### src/rtl/cu_pkg.sv
// cu_pkg: shared codes for the control unit.
//   - state_t  : sequencer states (code driven onto the State output)
//   - OP_*     : 4-bit instruction opcodes found in IR[15:12]
//   - MUX_*    : datapath mux encodings (MuxA/MuxB share one, MuxC has its own)
//   - ARF_*    : address-register-file select codes and enable masks
//   - FUN_*, IR_LOAD, ALU_* : function codes for RF/ARF, IR and ALU
//   - ctrl_t   : the full control vector driven into the datapath
//   - helpers  : idle_ctrl(), rf_sel(), rf_en()
package cu_pkg;

  typedef enum logic [2:0] {
    FETCH_L = 3'd0,
    FETCH_H = 3'd1,
    EXEC    = 3'd2,
    MEM     = 3'd3,
    HALT    = 3'd4
  } state_t;

  localparam logic [3:0] OP_LDI = 4'h0;
  localparam logic [3:0] OP_LDM = 4'h1;
  localparam logic [3:0] OP_ST  = 4'h2;
  localparam logic [3:0] OP_MOV = 4'h3;
  localparam logic [3:0] OP_ADD = 4'h4;
  localparam logic [3:0] OP_SUB = 4'h5;
  localparam logic [3:0] OP_AND = 4'h6;
  localparam logic [3:0] OP_OR  = 4'h7;
  localparam logic [3:0] OP_BRA = 4'h8;
  localparam logic [3:0] OP_BNE = 4'h9;
  localparam logic [3:0] OP_HLT = 4'hF;

  // MuxA / MuxB source encodings
  localparam logic [1:0] MUX_ALU = 2'd0;
  localparam logic [1:0] MUX_MEM = 2'd1;
  localparam logic [1:0] MUX_IMM = 2'd2;
  localparam logic [1:0] MUX_ARF = 2'd3;

  // MuxC source encodings
  localparam logic MUXC_RF  = 1'b0;
  localparam logic MUXC_ARF = 1'b1;

  // ARF output-select codes and load-enable masks
  localparam logic [1:0] ARF_PC    = 2'b00;
  localparam logic [1:0] ARF_AR    = 2'b01;
  localparam logic [1:0] ARF_SP    = 2'b10;
  localparam logic [3:0] ARF_EN_PC = 4'b0001;
  localparam logic [3:0] ARF_EN_AR = 4'b0010;
  localparam logic [3:0] ARF_EN_SP = 4'b0100;

  // Function codes
  localparam logic [1:0] FUN_LOAD  = 2'b01;
  localparam logic [1:0] FUN_INC   = 2'b11;
  localparam logic [1:0] IR_LOAD   = 2'b01;
  localparam logic [3:0] ALU_PASSA = 4'b0000;
  localparam logic [3:0] ALU_ADD   = 4'b0100;
  localparam logic [3:0] ALU_SUB   = 4'b0110;
  localparam logic [3:0] ALU_AND   = 4'b0111;
  localparam logic [3:0] ALU_OR    = 4'b1000;

  typedef struct packed {
    logic [1:0] mux_a_sel;
    logic [1:0] mux_b_sel;
    logic       mux_c_sel;
    logic [2:0] rf_outa_sel;
    logic [2:0] rf_outb_sel;
    logic [1:0] rf_funsel;
    logic [3:0] rf_tsel;
    logic [3:0] rf_rsel;
    logic [3:0] alu_funsel;
    logic [1:0] arf_outa_sel;
    logic [1:0] arf_outb_sel;
    logic [1:0] arf_funsel;
    logic [3:0] arf_rsel;
    logic [1:0] ir_funsel;
    logic       ir_enable;
    logic       ir_lh;
    logic       mem_wr;
    logic       mem_cs;
    logic       halted;
  } ctrl_t;

  // Nothing enabled, memory deselected (chip select is active-low).
  function automatic ctrl_t idle_ctrl();
    ctrl_t c;
    c        = '0;
    c.mem_cs = 1'b1;
    return c;
  endfunction

  // Rd/Rs field to RF output-select code
  function automatic logic [2:0] rf_sel(input logic [1:0] n);
    return {1'b0, n};
  endfunction

  // Rd field to one-hot RF load enable
  function automatic logic [3:0] rf_en(input logic [1:0] n);
    return 4'b0001 << n;
  endfunction

endpackage

### src/rtl/control_unit_if.sv
// control_unit_if: bundle between the control unit and the ALU_System datapath.
//   IR, ZCNO             : datapath -> control unit (instruction word, ALU flags)
//   Mux*/RF_*/ALU_*/ARF_*/IR_*/Mem_* : control unit -> datapath
//   State, Halted        : sequencer status
// master = control unit side, slave = datapath side.
interface control_unit_if;
  logic [15:0] IR;
  logic [3:0]  ZCNO;
  logic [1:0]  MuxASel;
  logic [1:0]  MuxBSel;
  logic        MuxCSel;
  logic [2:0]  RF_OutASel;
  logic [2:0]  RF_OutBSel;
  logic [1:0]  RF_FunSel;
  logic [3:0]  RF_TSel;
  logic [3:0]  RF_RSel;
  logic [3:0]  ALU_FunSel;
  logic [1:0]  ARF_OutASel;
  logic [1:0]  ARF_OutBSel;
  logic [1:0]  ARF_FunSel;
  logic [3:0]  ARF_RSel;
  logic [1:0]  IR_Funsel;
  logic        IR_Enable;
  logic        IR_LH;
  logic        Mem_WR;
  logic        Mem_CS;
  logic [2:0]  State;
  logic        Halted;

  modport master (
    input  IR, ZCNO,
    output MuxASel, MuxBSel, MuxCSel, RF_OutASel, RF_OutBSel, RF_FunSel,
           RF_TSel, RF_RSel, ALU_FunSel, ARF_OutASel, ARF_OutBSel,
           ARF_FunSel, ARF_RSel, IR_Funsel, IR_Enable, IR_LH, Mem_WR,
           Mem_CS, State, Halted
  );

  modport slave (
    output IR, ZCNO,
    input  MuxASel, MuxBSel, MuxCSel, RF_OutASel, RF_OutBSel, RF_FunSel,
           RF_TSel, RF_RSel, ALU_FunSel, ARF_OutASel, ARF_OutBSel,
           ARF_FunSel, ARF_RSel, IR_Funsel, IR_Enable, IR_LH, Mem_WR,
           Mem_CS, State, Halted
  );
endinterface

### src/rtl/cu_decode.sv
// cu_decode: purely combinational decoder.
//   state      in  current sequencer state
//   ir         in  instruction word ([15:12] opcode, [11:10] Rd, [9:8] Rs)
//   zcno       in  ALU flags, Z = zcno[3]
//   ctrl       out control vector for the datapath
//   state_next out state to enter on the next clock
module cu_decode
  import cu_pkg::*;
(
  input  state_t      state,
  input  logic [15:0] ir,
  input  logic [3:0]  zcno,
  output ctrl_t       ctrl,
  output state_t      state_next
);

  logic [3:0] opcode;
  logic [1:0] rd;
  logic [1:0] rs;
  logic       unused_bits;

  assign opcode = ir[15:12];
  assign rd     = ir[11:10];
  assign rs     = ir[9:8];

  // The immediate is routed by the datapath itself; only Z matters here.
  assign unused_bits = ^{ir[7:0], zcno[2:0]};

  always_comb begin
    ctrl       = idle_ctrl();
    state_next = FETCH_L;

    case (state)
      FETCH_L, FETCH_H: begin
        // Read mem[PC] into one IR half and bump PC in the same cycle.
        ctrl.arf_outb_sel = ARF_PC;
        ctrl.mem_cs       = 1'b0;
        ctrl.mem_wr       = 1'b0;
        ctrl.ir_enable    = 1'b1;
        ctrl.ir_lh        = (state == FETCH_H);
        ctrl.ir_funsel    = IR_LOAD;
        ctrl.arf_rsel     = ARF_EN_PC;
        ctrl.arf_funsel   = FUN_INC;
        state_next        = (state == FETCH_L) ? FETCH_H : EXEC;
      end

      EXEC: begin
        case (opcode)
          OP_LDI: begin
            ctrl.mux_a_sel = MUX_IMM;
            ctrl.rf_funsel = FUN_LOAD;
            ctrl.rf_rsel   = rf_en(rd);
          end
          OP_LDM, OP_ST: begin
            // Latch the address into AR; the access itself happens in MEM.
            ctrl.mux_b_sel  = MUX_IMM;
            ctrl.arf_funsel = FUN_LOAD;
            ctrl.arf_rsel   = ARF_EN_AR;
            state_next      = MEM;
          end
          OP_MOV: begin
            ctrl.rf_outa_sel = rf_sel(rs);
            ctrl.mux_c_sel   = MUXC_RF;
            ctrl.alu_funsel  = ALU_PASSA;
            ctrl.mux_a_sel   = MUX_ALU;
            ctrl.rf_funsel   = FUN_LOAD;
            ctrl.rf_rsel     = rf_en(rd);
          end
          OP_ADD, OP_SUB, OP_AND, OP_OR: begin
            ctrl.rf_outa_sel = rf_sel(rd);
            ctrl.rf_outb_sel = rf_sel(rs);
            ctrl.mux_c_sel   = MUXC_RF;
            case (opcode)
              OP_ADD:  ctrl.alu_funsel = ALU_ADD;
              OP_SUB:  ctrl.alu_funsel = ALU_SUB;
              OP_AND:  ctrl.alu_funsel = ALU_AND;
              default: ctrl.alu_funsel = ALU_OR;
            endcase
            ctrl.mux_a_sel = MUX_ALU;
            ctrl.rf_funsel = FUN_LOAD;
            ctrl.rf_rsel   = rf_en(rd);
          end
          OP_BRA, OP_BNE: begin
            // Flags still hold the result of the previous ALU instruction.
            if (opcode == OP_BRA || !zcno[3]) begin
              ctrl.mux_b_sel  = MUX_IMM;
              ctrl.arf_funsel = FUN_LOAD;
              ctrl.arf_rsel   = ARF_EN_PC;
            end
          end
          OP_HLT: begin
            state_next = HALT;
          end
          default: begin
            // Unassigned opcodes behave as NOP.
          end
        endcase
      end

      MEM: begin
        ctrl.arf_outb_sel = ARF_AR;
        ctrl.mem_cs       = 1'b0;
        if (opcode == OP_LDM) begin
          ctrl.mem_wr    = 1'b0;
          ctrl.mux_a_sel = MUX_MEM;
          ctrl.rf_funsel = FUN_LOAD;
          ctrl.rf_rsel   = rf_en(rd);
        end else begin
          // Store: Rs travels RF -> MuxC -> ALU pass-through -> memory data.
          ctrl.rf_outa_sel = rf_sel(rs);
          ctrl.mux_c_sel   = MUXC_RF;
          ctrl.alu_funsel  = ALU_PASSA;
          ctrl.mem_wr      = 1'b1;
        end
      end

      HALT: begin
        ctrl.halted = 1'b1;
        state_next  = HALT;
      end

      default: begin
        // Unreachable codes recover into a fresh fetch.
      end
    endcase
  end

endmodule

### src/rtl/control_unit.sv
// control_unit: hardwired fetch-low / fetch-high / execute (/ memory)
// sequencer for the ALU_System datapath.
//   Clock  in  rising-edge clock
//   Reset  in  asynchronous, active-high; forces FETCH_L and idle outputs
//   bus    master side of control_unit_if (IR/ZCNO in, all controls out)
// Outputs are combinational from state, IR and flags; only the state is stored.
module control_unit
  import cu_pkg::*;
(
  input  logic           Clock,
  input  logic           Reset,
  control_unit_if.master bus
);

  state_t state_reg;
  state_t state_next;
  ctrl_t  ctrl_dec;
  ctrl_t  ctrl_out;

  cu_decode u_decode (
    .state      (state_reg),
    .ir         (bus.IR),
    .zcno       (bus.ZCNO),
    .ctrl       (ctrl_dec),
    .state_next (state_next)
  );

  always_ff @(posedge Clock or posedge Reset) begin
    if (Reset) state_reg <= FETCH_L;
    else       state_reg <= state_next;
  end

  // Hold the datapath quiet for the whole time Reset is high, not just
  // until the next edge, so no stray fetch happens during reset.
  always_comb begin
    ctrl_out = ctrl_dec;
    if (Reset) ctrl_out = idle_ctrl();
  end

  assign bus.MuxASel     = ctrl_out.mux_a_sel;
  assign bus.MuxBSel     = ctrl_out.mux_b_sel;
  assign bus.MuxCSel     = ctrl_out.mux_c_sel;
  assign bus.RF_OutASel  = ctrl_out.rf_outa_sel;
  assign bus.RF_OutBSel  = ctrl_out.rf_outb_sel;
  assign bus.RF_FunSel   = ctrl_out.rf_funsel;
  assign bus.RF_TSel     = ctrl_out.rf_tsel;
  assign bus.RF_RSel     = ctrl_out.rf_rsel;
  assign bus.ALU_FunSel  = ctrl_out.alu_funsel;
  assign bus.ARF_OutASel = ctrl_out.arf_outa_sel;
  assign bus.ARF_OutBSel = ctrl_out.arf_outb_sel;
  assign bus.ARF_FunSel  = ctrl_out.arf_funsel;
  assign bus.ARF_RSel    = ctrl_out.arf_rsel;
  assign bus.IR_Funsel   = ctrl_out.ir_funsel;
  assign bus.IR_Enable   = ctrl_out.ir_enable;
  assign bus.IR_LH       = ctrl_out.ir_lh;
  assign bus.Mem_WR      = ctrl_out.mem_wr;
  assign bus.Mem_CS      = ctrl_out.mem_cs;
  assign bus.Halted      = ctrl_out.halted;
  assign bus.State       = state_reg;

endmodule

### src/flat_wrapper.sv
// flat-port wrapper written by rule: the top's interface ports become plain ports
module control_unit_flat import cu_pkg::*;
  (Clock, Reset, bus_IR, bus_ZCNO, bus_MuxASel, bus_MuxBSel, bus_MuxCSel, bus_RF_OutASel, bus_RF_OutBSel, bus_RF_FunSel, bus_RF_TSel, bus_RF_RSel, bus_ALU_FunSel, bus_ARF_OutASel, bus_ARF_OutBSel, bus_ARF_FunSel, bus_ARF_RSel, bus_IR_Funsel, bus_IR_Enable, bus_IR_LH, bus_Mem_WR, bus_Mem_CS, bus_State, bus_Halted);
  control_unit_if bus_i ();
  input  logic Clock;
  input  logic Reset;
  input wire logic [$bits(bus_i.IR)-1:0] bus_IR;
  input wire logic [$bits(bus_i.ZCNO)-1:0] bus_ZCNO;
  output wire logic [$bits(bus_i.MuxASel)-1:0] bus_MuxASel;
  output wire logic [$bits(bus_i.MuxBSel)-1:0] bus_MuxBSel;
  output wire logic [$bits(bus_i.MuxCSel)-1:0] bus_MuxCSel;
  output wire logic [$bits(bus_i.RF_OutASel)-1:0] bus_RF_OutASel;
  output wire logic [$bits(bus_i.RF_OutBSel)-1:0] bus_RF_OutBSel;
  output wire logic [$bits(bus_i.RF_FunSel)-1:0] bus_RF_FunSel;
  output wire logic [$bits(bus_i.RF_TSel)-1:0] bus_RF_TSel;
  output wire logic [$bits(bus_i.RF_RSel)-1:0] bus_RF_RSel;
  output wire logic [$bits(bus_i.ALU_FunSel)-1:0] bus_ALU_FunSel;
  output wire logic [$bits(bus_i.ARF_OutASel)-1:0] bus_ARF_OutASel;
  output wire logic [$bits(bus_i.ARF_OutBSel)-1:0] bus_ARF_OutBSel;
  output wire logic [$bits(bus_i.ARF_FunSel)-1:0] bus_ARF_FunSel;
  output wire logic [$bits(bus_i.ARF_RSel)-1:0] bus_ARF_RSel;
  output wire logic [$bits(bus_i.IR_Funsel)-1:0] bus_IR_Funsel;
  output wire logic [$bits(bus_i.IR_Enable)-1:0] bus_IR_Enable;
  output wire logic [$bits(bus_i.IR_LH)-1:0] bus_IR_LH;
  output wire logic [$bits(bus_i.Mem_WR)-1:0] bus_Mem_WR;
  output wire logic [$bits(bus_i.Mem_CS)-1:0] bus_Mem_CS;
  output wire logic [$bits(bus_i.State)-1:0] bus_State;
  output wire logic [$bits(bus_i.Halted)-1:0] bus_Halted;
  assign bus_i.IR = bus_IR;
  assign bus_i.ZCNO = bus_ZCNO;
  assign bus_MuxASel = bus_i.MuxASel;
  assign bus_MuxBSel = bus_i.MuxBSel;
  assign bus_MuxCSel = bus_i.MuxCSel;
  assign bus_RF_OutASel = bus_i.RF_OutASel;
  assign bus_RF_OutBSel = bus_i.RF_OutBSel;
  assign bus_RF_FunSel = bus_i.RF_FunSel;
  assign bus_RF_TSel = bus_i.RF_TSel;
  assign bus_RF_RSel = bus_i.RF_RSel;
  assign bus_ALU_FunSel = bus_i.ALU_FunSel;
  assign bus_ARF_OutASel = bus_i.ARF_OutASel;
  assign bus_ARF_OutBSel = bus_i.ARF_OutBSel;
  assign bus_ARF_FunSel = bus_i.ARF_FunSel;
  assign bus_ARF_RSel = bus_i.ARF_RSel;
  assign bus_IR_Funsel = bus_i.IR_Funsel;
  assign bus_IR_Enable = bus_i.IR_Enable;
  assign bus_IR_LH = bus_i.IR_LH;
  assign bus_Mem_WR = bus_i.Mem_WR;
  assign bus_Mem_CS = bus_i.Mem_CS;
  assign bus_State = bus_i.State;
  assign bus_Halted = bus_i.Halted;
  control_unit u_core (.Clock(Clock), .Reset(Reset), .bus(bus_i));
endmodule
### config.mk
export PLATFORM = sky130hd
export DESIGN_NAME = control_unit_flat
export DESIGN_NICKNAME = d
export VERILOG_FILES = /design/src/rtl/cu_pkg.sv /design/src/rtl/control_unit_if.sv /design/src/rtl/cu_decode.sv /design/src/rtl/control_unit.sv /design/src/flat_wrapper.sv
export SDC_FILE = /design/constraint.sdc
export NUM_CORES = 1
export LEC_CHECK = 0
export CAP_MARGIN = 10
export CORE_MARGIN = 3
export CORE_UTILIZATION = 29
export DETAILED_ROUTE_END_ITERATION = 10
export PLACE_DENSITY = 0.8
export SYNTH_ARGS = -nofsm -noshare
export SYNTH_HDL_FRONTEND = slang
export SYNTH_SLANG_ARGS = --single-unit
### constraint.sdc
create_clock -name Clock -period 1.9 [get_ports Clock]
set_input_delay 0.38 -clock Clock [delete_from_list [all_inputs] [get_ports Clock]]
set_output_delay 0.38 -clock Clock [all_outputs]
set_load 0.02 [all_outputs]
==> results of run 1 <==
[worst max-delay path by stage]
stage                                   from        endpoint
2_1_floorplan  u_core.bus.State[0]$_DFF_PP0_  bus_RF_RSel[1]
3_3_place_gp                      bus_IR[12]  bus_MuxASel[0]
3_5_place_dp                      bus_IR[13]  bus_RF_RSel[1]
4_1_cts        u_core.bus.State[2]$_DFF_PP0_  bus_MuxBSel[1]
5_1_grt        u_core.bus.State[0]$_DFF_PP0_  bus_RF_RSel[1]
6_report       u_core.bus.State[2]$_DFF_PP0_  bus_MuxBSel[1]
[power groups by stage]
stage / Clock [mW] / Combinational [mW] / Sequential, mW
4_1_cts: 0.117 / 0.773 / 0.125
3_5_place_dp: 0 / 0.746 / 0.126
2_1_floorplan: 0 / 0.429 / 0.135
5_1_grt: 0.127 / 0.953 / 0.133
3_3_place_gp: 0 / 0.732 / 0.124
6_report: 0.115 / 0.901 / 0.126
[synth_stat cells]
cell       instances
nand4_1            1
a2111oi_0          2
buf_6              1
clkbuf_1           2
o2bb2ai_1          1
nor3b_2            1
or3b_4             1
a41o_1             1
o31ai_1            2
a21oi_2            1
o21ai_1            1
o21ai_0            2
conb_1             1
nand2_1            7
a2bb2oi_1          1
nor4b_1            2
nor2b_1            1
nor3b_1            2
nor3_1             2
dfrtp_1            3
buf_4             18
nor4_1             2
o21bai_2           1
and3_1             2
nor2_1             7
and3b_1            1
inv_1              4
xnor2_1            1
nor4b_4            1
or3_1              1
and2_1             3
o22ai_1            1
a211oi_1           1
nand3_1            4
nand2b_1           1
buf_2              4
a21oi_1            4
[layout by cell type, fill, tap and decap left out, types with 2 or more instances in the layout]
| cell type | synthesis | routed |
|---|---|---|
| a2111oi_4 | 0 | 2 |
| a21oi_2 | 1 | 3 |
| and2_4 | 0 | 2 |
| buf_4 | 18 | 36 |
| buf_6 | 1 | 17 |
| clkbuf_2 | 0 | 4 |
| clkbuf_4 | 0 | 3 |
| clkdlybuf4s15_2 | 0 | 4 |
| clkdlybuf4s50_1 | 0 | 8 |
| conb_1 | 1 | 15 |
| dfrtp_2 | 0 | 2 |
| dlygate4sd2_1 | 0 | 2 |
| inv_1 | 4 | 4 |
| nand2_1 | 7 | 6 |
| nand3_2 | 0 | 2 |
| nor2_1 | 7 | 3 |
| nor2_4 | 0 | 3 |
| nor3_2 | 0 | 2 |
| nor3b_2 | 1 | 2 |
| o21ai_0 | 2 | 2 |
| o31ai_1 | 2 | 2 |
[cell families (layout without fill, tap and decap cells)]
group                  Yosys count  count (layout)  synth area share (%)
AO/OA/AOI/OAI                   18              18                 19.96
AND/OR/NAND/NOR                 39              39                 37.21
flip-flops                       3               3                 11.63
other                            1              15                0.5808
XOR/XNOR                         1               1                 1.357
buffers and inverters           29              81                 29.26
[timing repair]
item,CTS,global route
pin swaps,4,11
setup endpoints to repair,27,26
hold buffers,0,0
buffers inserted,3,5
endpoints found under the hold margin,0,0
resized for setup,144,40
[worst reg2reg max path, delay by kind of cell, from the launching register on]
kind	cells	cell delay [ps]
buffers and inverters	1	160
and+or+nand+nor	2	770
DFF	1	450
AOI/OAI and AO/OA	1	60
[layer usage]
| layer | global-route usage (%) | part of all wire (%) | wire [um] | vias to the layer above |
|---|---|---|---|---|
| met3 | 3.380 | 7.1 | 183 | 4 |
| met4 | 8.511 | 1.5 | 40 | 0 |
| li1 | - | - | - | 422 |
| met2 | 33.26 | 56 | 1448 | 37 |
| met5 | 0 | 0 | 0 | - |
| met1 | 17.17 | 35 | 911 | 420 |
[stage by stage]
step / instance area, sq um / setup TNS, ps / worst slack [ps]
2_1_floorplan: 760.7 / -507.8 / -156.2
3_3_place_gp: 1206 / -18350 / -852.0
3_5_place_dp: 1206 / -18930 / -886.8
4_1_cts: 1292 / -2017 / -206.6
5_1_grt: 1430 / -4460 / -293.6
6_report: 1430 / -2628 / -205.3
[area by class of cell]
class	instances	area (sq um)
fill	169	611.8
tap	27	33.78
multi-input combinational	73	638.1
inverter	4	15.01
timing repair buffer	73	639.4
sequential	3	77.57
clock buffer	4	26.28
==> run metrics, run 1 <==
initial DRC count=11; GRT Util Overall=17.25%; DR WL/cell=14.04 um; fin worst setup slack=-205.3 ps; first-pass GRT wire length=3.608 mm; clk sinks=3; Reg-to-Reg End=u_core.bus.State[1]$_DFF_PP0_; Synth Register Bits=3; CP Data Arrival Time=1730 ps; Fin. Hold Viols=0; CTS tree=done; Detail Placement HPWL=1.755 mm; slowest stage cell, crit path=or3b_4; vias=883; DIE WIDTH=53.19 um; warning count from the yosys run=0; row count=16; max FFs per register=3; failing checks=negative setup slack; gpl congestion=0.8649; Finish-stage setup viols=20; area delta synth->final=121.5%; Detailed Route WL=2.583 mm; post-synth top area cell=buf_4; max_cap viols=0; final total power=1.142 mW; Clk Tree Root Cell=clkbuf_4; Lkg Pwr=0.6362 nW; share of the synthesized area in the top cell type=20.93%; Internal Power=0.5947 mW; Routed Antenna Nets=0; Final period util=110.8%; post-route clock skew=3.059 ps; CP endpoint kind=output pin; Die Y=53.19 um; reg2reg setup slack=350 ps; CP top delay family=simple AND/OR/NAND/NOR gates; largest net degree at the start of global routing=11; Post-Layout Cell Count=184; crit-path max cell delay=470 ps; switch share=47.90%; drt drc=0; post-synthesis sequential area ratio=11.63%; clock network power share=10.0%; post-synthesis cell area=645.6 sq um; CP Cell Sequence=nor4b_4 > or3b_4 > a21oi_4 > buf_6; worst reg-to-reg path cell count=4; worst vdd ir=0.4607 mV; WP data required=1520 ps; Core Area=0.002042 sq mm; RSZ-0062 raised after global routing=yes; Clock Latency Late Sink=230 ps; crit path max fanout=5; clk slew on worst S/H paths=40 ps; # nets final=180; crit path buf inv count=1; Crit. path cell count=4; n_diodes=0; PwrDens=798.2 mW/mm^2; NetSw=0.5468 mW; Inst Count DP=172; Startpoint Class=register; vias in the first global route=823; Combinational Power Share=78.9%; syn_area_per_cell=7.095 sq um; layout cells sized above 1=63.06%; post-layout util=70.04%; CTS H-tree lvls=1; IO Port Bufs=40; DR pass1 iterations=4; r2r startpoint=u_core.bus.State[2]$_DFF_PP0_; status=complete, but fails checks; Tmin final=2105 ps; Post-Syn Instances=91; TritonCTS Buffers=3; f_max=0.4750 GHz; vias per cell=4.799; maximum clock insertion buffer count=2; # IOs=67; Synth cell types=37; area of the die=0.002829 sq mm; synth top area cells=buf_4, dfrtp_1, nand2_1, nor2_1, nor4b_4; Worst Hold Class=input pin to async pin; Initial Utilization=31.62%; Final Max Slew Viols=0; GR Overflow Total=0; crit path kind=register to output pin; antenna violations before repair=0; Seq pwr share=11.0%; Hold WS=539.0 ps
(Power assumes the default switching activity.)
==> inputs of run 2 (changes only) <==
- CORE_MARGIN: 3 -> 2
==> run metrics, run 2 (synthesis results as in run 1) <==
Die Y=51.19 um; Startpoint Class=register; status=complete, but fails checks; FILL cells=189; Core Area=0.002148 sq mm; Clk Tree Root Cell=clkbuf_4; Tmin final=2114 ps; failing checks=negative setup slack; GRT Util Overall=19.03%; drt drc=0; initial DRC count=11; CTS tree=done; Lkg Pwr=0.6429 nW; Placed Area=0.001215 sq mm; commonest non-fill, non-tap cell in the layout=buf_4; vias=863; DR WL/cell=13.23 um; CP endpoint kind=output pin; layout cells sized above 1=67.09%; worst vdd ir=0.4806 mV; row count=17; post-route clock skew=3.846 ps; Final period util=111.2%; post-layout util=66.05%; TritonCTS Buffers=3; Initial Utilization=30.05%; crit path max fanout=5; RSZ-0062 raised after global routing=yes; vias per cell=4.640; first-pass GRT wire length=3.808 mm; DIE WIDTH=51.19 um; switch share=47.18%; Routed Antenna Nets=0; Worst Hold Class=input pin to async pin; n_diodes=0; area delta synth->final=119.8%; # IOs=67; Fin. Hold Viols=0; area of the die=0.002620 sq mm; maximum clock insertion buffer count=2; design area=0.001419 sq mm; largest net degree at the start of global routing=11; Finish-stage setup viols=15; Seq pwr share=10.4%; NetSw=0.5561 mW; CP Data Arrival Time=1730 ps; clk slew on worst S/H paths=40 ps; commonest cells after routing, fill and taps aside=buf_4, conb_1, buf_6, buf_2, clkdlybuf4s50_1; fin worst setup slack=-213.5 ps; Clock Latency Late Sink=230 ps; Detailed Route WL=2.461 mm; clk sinks=3; DR pass1 iterations=4; max_cap viols=0; # nets final=181; CTS H-tree lvls=1; f_max=0.4731 GHz; GR Overflow Total=0; Combinational Power Share=80.4%; crit path kind=register to output pin; gpl congestion=0.8734; PwrDens=830.7 mW/mm^2; Internal Power=0.6225 mW; Detail Placement HPWL=1.796 mm; max FFs per register=3; vias in the first global route=818; Final Max Slew Viols=0; clock network power share=9.2%; WP data required=1520 ps; IO Port Bufs=40; antenna violations before repair=0
[run 2: cell types whose count changed in the layout (fill, tap and decap cells not counted), sizes merged]
cell,delta
buf,+8
clkdlybuf4s15,-4
clkbuf,-2
clkdlybuf4s50,-1
[run 2: path summary, 6_finish.rpt]
check | start | slack [ps] | cells after the start | endpoint
setup / recovery | u_core.bus.State[2]$_DFF_PP0_ | -210 | 4 | bus_MuxBSel[1]
hold / removal | Reset | 510 | 3 | u_core.bus.State[0]$_DFF_PP0_
setup reg to reg | u_core.bus.State[2]$_DFF_PP0_ | 430 | 3 | u_core.bus.State[0]$_DFF_PP0_
hold reg to reg | u_core.bus.State[1]$_DFF_PP0_ | 680 | 2 | u_core.bus.State[0]$_DFF_PP0_
max in group asynchronous | Reset | 1290 | 3 | u_core.bus.State[2]$_DFF_PP0_
min in group Clock | bus_IR[15] | 590 | 4 | u_core.bus.State[2]$_DFF_PP0_
[run 2: cell type report]
type,count,area [sq um],share of cell area (%)
sequential,3,77.57,5.467
timing repair buffer,74,599.3,42.24
inverter,4,17.52,1.235
clock buffer,4,26.28,1.852
tap,28,35.03,2.469
multi-input combinational,73,663.1,46.74
[run 2: critical path: stages, from the launching register on]
cell     delay [ps]
dfrtp_2         450
nor4b_4         310
or3b_4          480
a21oi_4         150
buf_6           130
[run 2: per-stage QoR]
| step | cells | setup WS [ps] | setup TNS (ps) | hold slack, ps | power, mW |
|---|---|---|---|---|---|
| floorplan | 105 | -156.2 | -507.8 | 470.1 | 0.5634 |
| global placement | 174 | -864.2 | -18360 | 621.5 | 0.8951 |
| detailed placement | 174 | -904.5 | -19060 | 627.7 | 0.9074 |
| CTS | 182 | -198.2 | -1412 | 476.7 | 1.149 |
| global route | 186 | -262.1 | -2848 | 518.8 | 1.247 |
| finish | 186 | -213.5 | -1668 | 506.8 | 1.179 |
[run 2: power groups by stage]
stage / combinational [mW] / sequential, mW / clock [mW]
floorplan: 0.429 / 0.135 / 0
global placement: 0.774 / 0.121 / 0
detailed placement: 0.785 / 0.122 / 0
CTS: 0.911 / 0.122 / 0.116
global route: 1.00 / 0.125 / 0.121
finish: 0.947 / 0.123 / 0.109
[run 2: repair_timing]
action                     CTS  global route
pin swaps                   12             6
hold buffers                 0             0
buffers inserted             4             4
setup endpoints to repair   28            24
resized for setup          175            25
[run 2: routing by layer]
metal	part of all wire (%)	global-route usage, %	vias up	wire length, um
met2	55	35.93	34	1358
met5	0	0	-	0
met3	5.4	4.094	2	132
met4	0.41	4.505	0	10
met1	39	21.39	401	960
li1	-	-	426	-
